===== src/rtl/sync_ram.sv =====
// sync_ram: single-port, single-clock register-file RAM with registered,
// write-first read data and a synchronous clear of every word on reset.
// Storage is plain registers so the whole array can be cleared in one edge.

module sync_ram #(
  parameter int DATA_W = 8,
  parameter int ADDR_W = 3
) (
  input  logic              clk,
  input  logic              rst_n,
  input  logic              wr,
  input  logic [ADDR_W-1:0] addr,
  input  logic [DATA_W-1:0] wr_data,
  output logic [DATA_W-1:0] rd_data
);

  localparam int DEPTH = 1 << ADDR_W;

  logic [DATA_W-1:0] mem [DEPTH];

  // Clear-or-access: reset wipes all words and the read register, otherwise
  // one write and/or read per edge, with new write data forwarded to rd_data.
  always_ff @(posedge clk) begin
    if (!rst_n) begin
      for (int i = 0; i < DEPTH; i++) begin
        mem[i] <= '0;
      end
      rd_data <= '0;
    end else if (wr) begin
      mem[addr] <= wr_data;
      rd_data   <= wr_data;
    end else begin
      rd_data <= mem[addr];
    end
  end

endmodule


===== config.mk =====
export PLATFORM = sky130hd
export DESIGN_NAME = sync_ram
export DESIGN_NICKNAME = d
export VERILOG_FILES = /design/src/rtl/sync_ram.sv
export SDC_FILE = /design/constraint.sdc
export NUM_CORES = 1
export LEC_CHECK = 0
export BUFFER_PORTS_ARGS = -buffer_cell sky130_fd_sc_hd__buf_2
export CAP_MARGIN = 20
export CORE_MARGIN = 1.5
export CORE_UTILIZATION = 60
export DETAILED_ROUTE_END_ITERATION = 8
export PLACE_DENSITY = 0.83
export SYNTH_ARGS = -nofsm -noshare
export SYNTH_HDL_FRONTEND = slang
export SYNTH_SLANG_ARGS = --single-unit

===== constraint.sdc =====
create_clock -name clk -period 2.2 [get_ports clk]
set_clock_uncertainty 0.05 [all_clocks]
set_input_delay 0.11 -clock clk [delete_from_list [all_inputs] [get_ports clk]]
set_output_delay 0.11 -clock clk [all_outputs]
set_load 0.02 [all_outputs]

== Word level (Yosys, flattened, before mapping) ==
Memories as Yosys holds them, arrays and structs flattened. A register that Yosys moved wholly into a read port is not among the register bits.
Cells that the tools add are included.
Storage, ports and cells
  output and inout port bits: 8
  RAM bits: 64
  input bits: 14
  word-level logic and storage cells: 10
  bits in latches: 0
  memories: 1
  ROM bits: 0
  register bits: 0
Memories
  mem: words 8, width 8, rd ports 1, clocked after memory_dff 1, wr ports 8, RTL line 19  | logic [DATA_W-1:0] mem [DEPTH];
Operators by class
  order comparisons: 0
  divide/modulo/power cells: 0
  equality and inequality tests: 0
  multiply operators: 0
  shift operators: 0
  multiplexer cells: 7
  reduce and logical (&&, ||, !) cells: 2
  add/subtract/negate cells: 0
  bitwise operators: 0
Operators with widths (count)
  8-bit 2-to-1 mux: 1
  8-bit OR reduction: 1
  1-bit 2-to-1 mux: 5
  3-bit 2-to-1 mux: 1
  1-bit logical NOT: 1

== Depth between registers and ports, before layout ==
Gate-level depths: netlist of the first run.
  depth after elaboration: 5
  depth in mapped cells: 5
  depth with buffers taken out: 3

== Worst setup path after synthesis of the first run ==
OpenSTA, ideal clock, no wires.
  path kind: input-to-reg
  from: input addr[0]
  to: memory mem[2][0], enable pin
  buffers on the path: 2
  setup slack: 0.559 ns
  cell stages on the path: 4
  data arrival time: 1.207 ns
  library setup time: 0.384 ns
  required time: 1.766 ns
  cell sequence: buf_4 > buf_6 > nand2b_1 > o21ai_0
RTL lines
  start, declared: RTL line 12  | input logic [ADDR_W-1:0] addr,
  end, declared: RTL line 19

==> results of run 1 <==
## sequential cells by signal (all words and copies together), names as in the netlist
name	count
rd_data	8
mem	64
## report_power, final
group	switching (mW)	leakage (nW)	total, mW	internal, mW
logic	0.159	0.552	0.260	0.101
registers	0.0212	0.680	1.59	1.57
clock network	0.505	0.106	1.02	0.514
## per-layer routing
metal  vias to the layer above  share of wire  track usage
met5                         -              0            0
met4                         0          0.038        0.154
met3                        18          0.075       0.0417
li1                        946              -            -
met2                        85           0.46        0.362
met1                       949           0.43        0.340
## cells in the final DEF, fill, tap and decap left out
master	instances
clkbuf_16	1
nor2_1	7
edfxtp_1	64
buf_2	23
a22oi_1	8
o21ai_0	14
nor3_2	2
a21oi_1	8
dfxtp_1	8
buf_4	7
inv_4	2
nand2b_1	4
clkbuf_8	10
inv_6	1
a31oi_1	8
nor2b_1	2
clkinv_2	1
nand3_1	1
inv_1	1
clkinv_4	1
and2_1	65
nand3b_1	1
mux2_2	32
nand2_1	9
## path summary, 6_finish.rpt
check | startpoint | endpoint | slack, ps
setup / recovery | rst_n | mem[4][3] | 730
hold / removal | rst_n | rd_data[7] | 90
setup reg to reg | mem[6][7] | rd_data[7] | 950
hold reg to reg | mem[3][4] | rd_data[4] | 610
## kinds of logic after synthesis
family                 count (synthesis)  share of synthesized area
and+or+nand+nor                       91                      0.165
buffers and inverters                 10                     0.0180
DFF                                   72                      0.639
muxes                                 32                      0.111
AOI/OAI and AO/OA                     38                     0.0676
## through the flow
step / setup WS, ps / std cells
6_report: 728 / 350
4_1_cts: 679 / 348
3_5_place_dp: 315 / 332
5_1_grt: 569 / 350
3_3_place_gp: 390 / 332
2_1_floorplan: 559 / 243
## final cells by class
cell class              instances  area (sq um)
multi-input cells             161          1120
clock buffers                  11           163
inverters                       1          3.75
repair buffers                 30           168
clock inverters                 5          35.0
fillers                       340          1520
well taps                      70          87.6
flip-flops and latches         72          2080
## critical path: stages
cell and delay, ps:
buf_2 240, nand3_1 140, buf_4 180, nor3_2 340
nand2b_1 420
==> impl_metrics.tcl, run 1 <==
set metrics [dict create \
    drc 0 \
    setup_tns_ps 0 \
    dpl-instance-area_sq_um 3450 \
    post-route-period-util 0.669 \
    ys_seq_area_frac 0.639 \
    cp.arrival_ps 1430 \
    drive_gt1_frac 0.286 \
    synth.top_cells.by_count "and2_1 (65), edfxtp_1 (64), mux2_2 (32)" \
    required_ps 2160 \
    fin_nets 289 \
    slew_headroom 0.663 \
    portBuffers 21 \
    final_core_util 0.707 \
    hold_viol_final 0 \
    fp.coreArea_sq_um 5170 \
    drt_iter0_markers 237 \
    area_growth_pct 12.2 \
    postLayoutCellArea_sq_um 3660 \
    syn_inst 243 \
    hold_slack_ps 86.0 \
    antenna_found_initial 0 \
    critPathMaxFanout 18 \
    ir_drop_uv 709 \
    dp.final_hpwl_microns 4310 \
    postCtsHoldBufs 0 \
    synth_most_common_cell "and2_1" \
    cts_buffers 9 \
    cts_tree "yes" \
    cts_buffer_depth 2 \
    syn-num-nets 257 \
    finalPower_mw 2.87 \
    p_leak_nw 1.34 \
    grt-ovfl-total 0 \
    wirelength_microns 6530 \
    vias 1998 \
    drv_cap 0 \
    cts_resized 0 \
    rsz0062_at_grt "false" \
    rows 26 \
    diodes 0 \
    fp.dieW_microns 76.7 \
    startpoint_type "primary input" \
    clk_latency_ps 350 \
    status "finished clean" \
    period_needed_ps 1470 \
    mappedNetlistArea_sq_um 3260 \
    start_util 0.630 \
    root_buffer "clkbuf_8" \
    hp-class "primary input to flop" \
    ys_top_cells_by_area "edfxtp_1 (59%), and2_1 (12%), mux2_2 (11%)" \
    ys.flop_type "edfxtp_1" \
    cts_htree_levels 3 \
    avgSynthCellArea_sq_um 13.4 \
    max_freq_mhz 679 \
    dr.pass1.iters 4 \
    dieHeight_microns 76.7 \
    yosysWarnings 0 \
    cts_sinks 72 \
    synth_cell_types 21 \
    async_reset_ff_frac 0 \
    grt_pass1_wl_microns 10300 \
    clk_pin_slew_ps 80 \
    ioPinCount 22 \
    synth_top_area_frac 0.590 \
    crit_type "primary input to flop" \
    place_congestion 0.826 \
    grt_use_total 0.245 \
    ys_seq_elements 72 \
    reg2regPathDepth 3 \
    grt_max_degree 37 \
    wire_per_inst_microns 18.7 \
    routed_via_density 5.71 \
    postRouteAntennaNets 0 \
    tightestPinTransition_ps 504 \
    min_path_cells 3 \
    p_per_area_nw_per_um2 786 \
    synth_edf_count 64 \
    die_area_sq_um 5880 \
    end_kind "flop" \
    finalMaxSlewViolations 0 \
    synth_largest_area_cell "edfxtp_1" \
    setup_viol 0 \
    post_cts_buffers 0 \
    grt_pass1_vias 1965 \
]
Power figures use the tool's default switching activity.
==> inputs of run 2 (changes only) <==
==> constraint.sdc (replaced) <==
create_clock -name clk -period 1.52 [get_ports clk]
set_clock_uncertainty 0.05 [all_clocks]
set_input_delay 0.076 -clock clk [delete_from_list [all_inputs] [get_ports clk]]
set_output_delay 0.076 -clock clk [all_outputs]
set_load 0.02 [all_outputs]
==> run 2 against run 1 <==
Net effect: critical path type is now flop to flop; largest power group unchanged; highest routed layer unchanged; cell count rose by 1.4%; non-clock buffer count rose by 5; sequential cell count did not move.
==> impl_metrics.tcl, run 2 (synthesized netlist as in run 1, its figures left out) <==
set metrics [dict create \
    clk_pin_slew_ps 80 \
    reg2regPathDepth 3 \
    drt_iter0_markers 228 \
    drc 0 \
    cts_buffer_depth 2 \
    dp.final_hpwl_microns 4360 \
    hold_viol_final 0 \
    final_cell_mix "and2_1 (65), edfxtp_1 (64), mux2_2 (32), buf_2 (21), buf_4 (13)" \
    wirelength_microns 6520 \
    diodes 0 \
    routed_via_density 5.55 \
    instances_no_fill 355 \
    rsz0062_at_grt "false" \
    drv_cap 0 \
    post_cts_buffers 0 \
    drive_gt1_frac 0.298 \
    grt_pass1_vias 1979 \
    top_register "mem" \
    cts_htree_levels 3 \
    postRouteAntennaNets 0 \
    fp.coreArea_sq_um 5170 \
    cp_cell_sequence "mux2_2 -> a22oi_1 -> a31oi_1" \
    hp-class "primary input to flop" \
    dieHeight_microns 76.7 \
    ir_drop_uv 1110 \
    wire_per_inst_microns 18.4 \
    top_regs "mem: 64 flops, rd_data: 8 flops" \
    largest_reg_flops 64 \
    slew_headroom 0.664 \
    reg2reg_to "rd_data[7]" \
    finalMaxSlewViolations 0 \
    end_kind "flop" \
    tightestPinTransition_ps 503 \
    grt-ovfl-total 0 \
    p_per_area_nw_per_um2 1200 \
    endpoint "rd_data[7]" \
    startpoint_type "flop" \
    place_congestion 0.809 \
    cts_buffers 9 \
    grt_max_degree 38 \
    grt_pass1_wl_microns 10200 \
    setup_viol 0 \
    cts_tree "yes" \
    portBuffers 21 \
    clk_latency_ps 350 \
    cp.arrival_ps 1420 \
    grt_use_total 0.242 \
    vias 1972 \
    period_needed_ps 1240 \
    slowest_delay_ps 370 \
    fin_nets 294 \
    rrSetupSlack_ps 280 \
    postCtsHoldBufs 0 \
    mostFrequentLayoutCell "and2_1" \
    status "finished clean" \
    rows 26 \
    min_path_cells 3 \
    hold_slack_ps 85.1 \
    fp.dieW_microns 76.7 \
    r2r_start "mem[7][7]" \
    ioPinCount 22 \
    dpl_worst_slack_ps 18.1 \
    root_buffer "clkbuf_8" \
    p_leak_nw 1.39 \
    dr.pass1.iters 4 \
    crit_type "flop to flop" \
    required_ps 1700 \
    start_util 0.630 \
    critPathMaxFanout 1 \
    post-route-period-util 0.818 \
    cts_resized 0 \
    layout_setup_ws_ps 276 \
    crit_path_top_delay_cell "edfxtp_1" \
    die_area_sq_um 5880 \
    area_growth_pct 15.3 \
    cts_sinks 72 \
    antenna_found_initial 0 \
    crit_start "mem[7][7]" \
    dp.cells 339 \
    max_freq_mhz 804 \
]
-- run 2: critical path, delay by kind of cell, from the launching register on --
kind / cells / cell delay [ps]
compound gates: 2 / 430
flops: 1 / 370
mux: 1 / 290
-- run 2: layout make-up --
cell class              count  area [sq um]
clock buffers               9           124
clock inverters             7           120
fillers                   355          1420
inverters                   1          3.75
multi-input cells         161          1120
flip-flops and latches     72          2080
well taps                  70          87.6
repair buffers             35           223
-- run 2: worst min path at each step --
stage,startpoint,to,slack (ps)
floorplan,rst_n,rd_data[0],160
global placement,wr_data[1],rd_data[1],430
detailed placement,rd_data[6],rd_data[6],440
CTS,wr_data[4],rd_data[4],70
global route,wr_data[2],rd_data[2],100
finish,wr_data[4],rd_data[4],90
-- run 2: metal layers --
| metal | global-route usage | up-vias | share of wire |
|---|---|---|---|
| met3 | 0.0488 | 12 | 0.042 |
| li1 | - | 955 | - |
| met1 | 0.322 | 942 | 0.44 |
| met4 | 0.119 | 0 | 0.023 |
| met2 | 0.381 | 63 | 0.50 |
| met5 | 0 | - | 0 |
-- run 2: metrics by stage --
stage | setup TNS, ps | area, sq um | power [mW] | utilization
5_1_grt | 0 | 3760 | 4.66 | 0.726
2_1_floorplan | -1390 | 3260 | 2.58 | -
6_report | 0 | 3760 | 4.50 | 0.726
3_5_place_dp | 0 | 3510 | 2.73 | 0.679
3_3_place_gp | 0 | 3510 | 2.72 | 0.679
4_1_cts | 0 | 3760 | 4.52 | 0.726
-- run 2: where the power goes --
group	leakage, nW	switching (mW)	internal (mW)
logic	0.586	0.230	0.156
clock network	0.119	0.720	1.09
registers	0.680	0.0306	2.28
==> inputs of run 3 (changes only) <==
--- a/config.mk
+++ b/config.mk
@@ -5,6 +5,7 @@
 export SDC_FILE = /design/constraint.sdc
 export NUM_CORES = 1
 export LEC_CHECK = 0
+export ABC_AREA = 1
 export BUFFER_PORTS_ARGS = -buffer_cell sky130_fd_sc_hd__buf_2
 export CAP_MARGIN = 20
 export CORE_MARGIN = 1.5
==> constraint.sdc (replaced) <==
create_clock -name clk -period 1.3 [get_ports clk]
set_clock_uncertainty 0.05 [all_clocks]
set_input_delay 0.065 -clock clk [delete_from_list [all_inputs] [get_ports clk]]
set_output_delay 0.065 -clock clk [all_outputs]
set_load 0.02 [all_outputs]
==> run 3 against run 2 <==
Net effect: count of clock-buffer cells in the layout up 2; synthesized cell count up 51%; critical path type is now primary input to flop; highest routed layer unchanged; die area up 2.0%.
==> impl_metrics.tcl, run 3 <==
set metrics [dict create \
    final_cell_mix "nor2_1 (91), nand2_1 (68), edfxtp_1 (64), inv_1 (61), nand3_1 (34)" \
    final_core_util 0.734 \
    critical_path_buf_inv_count 3 \
    syn-num-nets 382 \
    regArea_sq_um 2080 \
    ys_seq_area_frac 0.626 \
    p_leak_nw 1.79 \
    root_buffer "clkbuf_8" \
    vias 2626 \
    synth_simple_gate_area_frac 0.267 \
    postLayoutCellArea_sq_um 3840 \
    rsz0062_at_grt "false" \
    wire_per_inst_microns 16.4 \
    portBuffers 21 \
    cts_tree "yes" \
    end_kind "flop" \
    dp.cells 470 \
    fp.coreArea_sq_um 5240 \
    mostFrequentLayoutCell "nor2_1" \
    rows 26 \
    post-route-period-util 0.899 \
    start_util 0.635 \
    tightestPinTransition_ps 456 \
    cp_cell_sequence "dlygate4sd3_1 -> buf_2 -> inv_1 -> nor2_1" \
    drive_gt1_frac 0.169 \
    yosys.area_share.xor_xnor 0 \
    place_congestion 0.928 \
    setup_tns_ps 0 \
    grt_pass1_wl_microns 12500 \
    synth_edf_count 64 \
    avgSynthCellArea_sq_um 9.04 \
    top_regs "mem: 64 flops, rd_data: 8 flops" \
    drv_cap 0 \
    wirelength_microns 8030 \
    grt_max_degree 17 \
    cts_resized 0 \
    synth_fa_ha_area_frac 0 \
    post_cts_buffers 0 \
    async_reset_ff_frac 0 \
    slowest_delay_ps 540 \
    top_register "mem" \
    routed_via_density 5.35 \
    cts_htree_levels 3 \
    dieHeight_microns 77.5 \
    crit_type "primary input to flop" \
    synth_most_common_cell "nor2_1" \
    grt-ovfl-total 0 \
    clk_latency_ps 340 \
    dr.pass1.iters 5 \
    yosysWarnings 0 \
    cp.arrival_ps 1190 \
    ioPinCount 22 \
    fin_nets 433 \
    syn_inst 368 \
    hp-class "primary input to flop" \
    slew_headroom 0.695 \
    synth-compound-area-share 0.0211 \
    status "finished clean" \
    critPathMaxFanout 8 \
    drc 0 \
    ys_seq_elements 72 \
    synth.top_cells.by_count "nor2_1 (91), nand2_1 (68), edfxtp_1 (64)" \
    n_fill_cell 368 \
    diodes 0 \
    die_area_sq_um 6000 \
    antenna_found_initial 0 \
    hold_slack_ps 147 \
    synth_largest_area_cell "edfxtp_1" \
    grt_pass1_vias 2503 \
    synth_top_area_frac 0.578 \
    synth_top_family_by_area "simple AND/OR/NAND/NOR gates" \
    period_needed_ps 1170 \
    dpl_worst_slack_ps 18.5 \
    finalPower_mw 4.66 \
    cts_sinks 72 \
    instances_no_fill 491 \
    ys.flop_type "edfxtp_1" \
    grt_use_total 0.289 \
    startpoint_type "primary input" \
    cts_buffer_depth 2 \
    finalMaxSlewViolations 0 \
    synth_cell_types 16 \
    postRouteAntennaNets 0 \
    hold_viol_final 0 \
    setup_viol 0 \
    drt_iter0_markers 344 \
    largest_reg_flops 64 \
    dp.final_hpwl_microns 5410 \
    ir_drop_uv 618 \
    multiInputGateArea_sq_um 957 \
    dpl-instance-area_sq_um 3620 \
    fp.dieW_microns 77.5 \
    crit_path_top_delay_cell "dlygate4sd3_1" \
    synthMuxAreaShare 0 \
    max_freq_mhz 855 \
    layout_setup_ws_ps 131 \
    cts_buffers 9 \
    ys_top_cells_by_area "edfxtp_1 (58%), nor2_1 (10%), nand2_1 (7.7%)" \
    required_ps 1320 \
    area_growth_pct 15.6 \
    p_per_area_nw_per_um2 1210 \
    mappedNetlistArea_sq_um 3330 \
    crit_family "buffers and inverters" \
    clk_pin_slew_ps 70 \
]
## run 3: cell count changes after synthesis, moves of 6 or more
cell	change
inv_1	+60
nand3_1	+33
nand2_1	+59
nor2_1	+84
buf_2	+6
and2_1	-65
a21oi_1	-8
nand2_2	+9
a31oi_1	-8
mux2_2	-32
a22oi_1	-8
## run 3: final cells by class
| class | count | share of cell area |
|---|---|---|
| Clock inverter | 2 | 0.00260 |
| Timing Repair Buffer | 49 | 0.0872 |
| Inverter | 64 | 0.0625 |
| Clock buffer | 11 | 0.0342 |
| Multi-Input combinational cell | 223 | 0.249 |
| Tap cell | 70 | 0.0228 |
| Sequential cell | 72 | 0.542 |
## run 3: kinds of logic (layout without fill, tap and decap cells)
group | count (synthesis) | count (layout)
simple gates | 209 | 209
buf+inv | 73 | 126
flops | 72 | 72
compound gates | 14 | 14
## run 3: timing repair
| item | CTS | global route |
|---|---|---|
| endpoints found under the setup margin | 0 | 0 |
| endpoints found under the hold margin | 8 | 0 |
| hold buffers | 8 | 0 |
## run 3: report_power, final
part	leakage [nW]	switching, mW	internal [mW]
logic	1.04	0.368	0.169
registers	0.680	0.0460	2.67
clock network	0.0749	0.757	0.655
total	1.79	1.17	3.49
## run 3: path summary, 6_finish.rpt
kind,startpoint,end,slack [ps],cells past startpoint
worst max-delay path,wr_data[1],mem[6][1],130,4
worst min-delay path,wr,rd_data[0],150,4
worst max register to register,mem[2][5],rd_data[5],190,5
worst min register to register,mem[7][7],rd_data[7],600,4
## run 3: worst register-to-register path, stage by stage, from the launching register on
cell	delay, ps
edfxtp_1	370
or2_2	290
nand3_1	70
nand2_1	50
nor2_1	120
nor2_1	50
## run 3: routing by layer
layer | share of wire | global-route usage
met2 | 0.48 | 0.467
met3 | 0.091 | 0.0788
met4 | 0.032 | 0.138
met5 | 0 | 0
met1 | 0.40 | 0.363
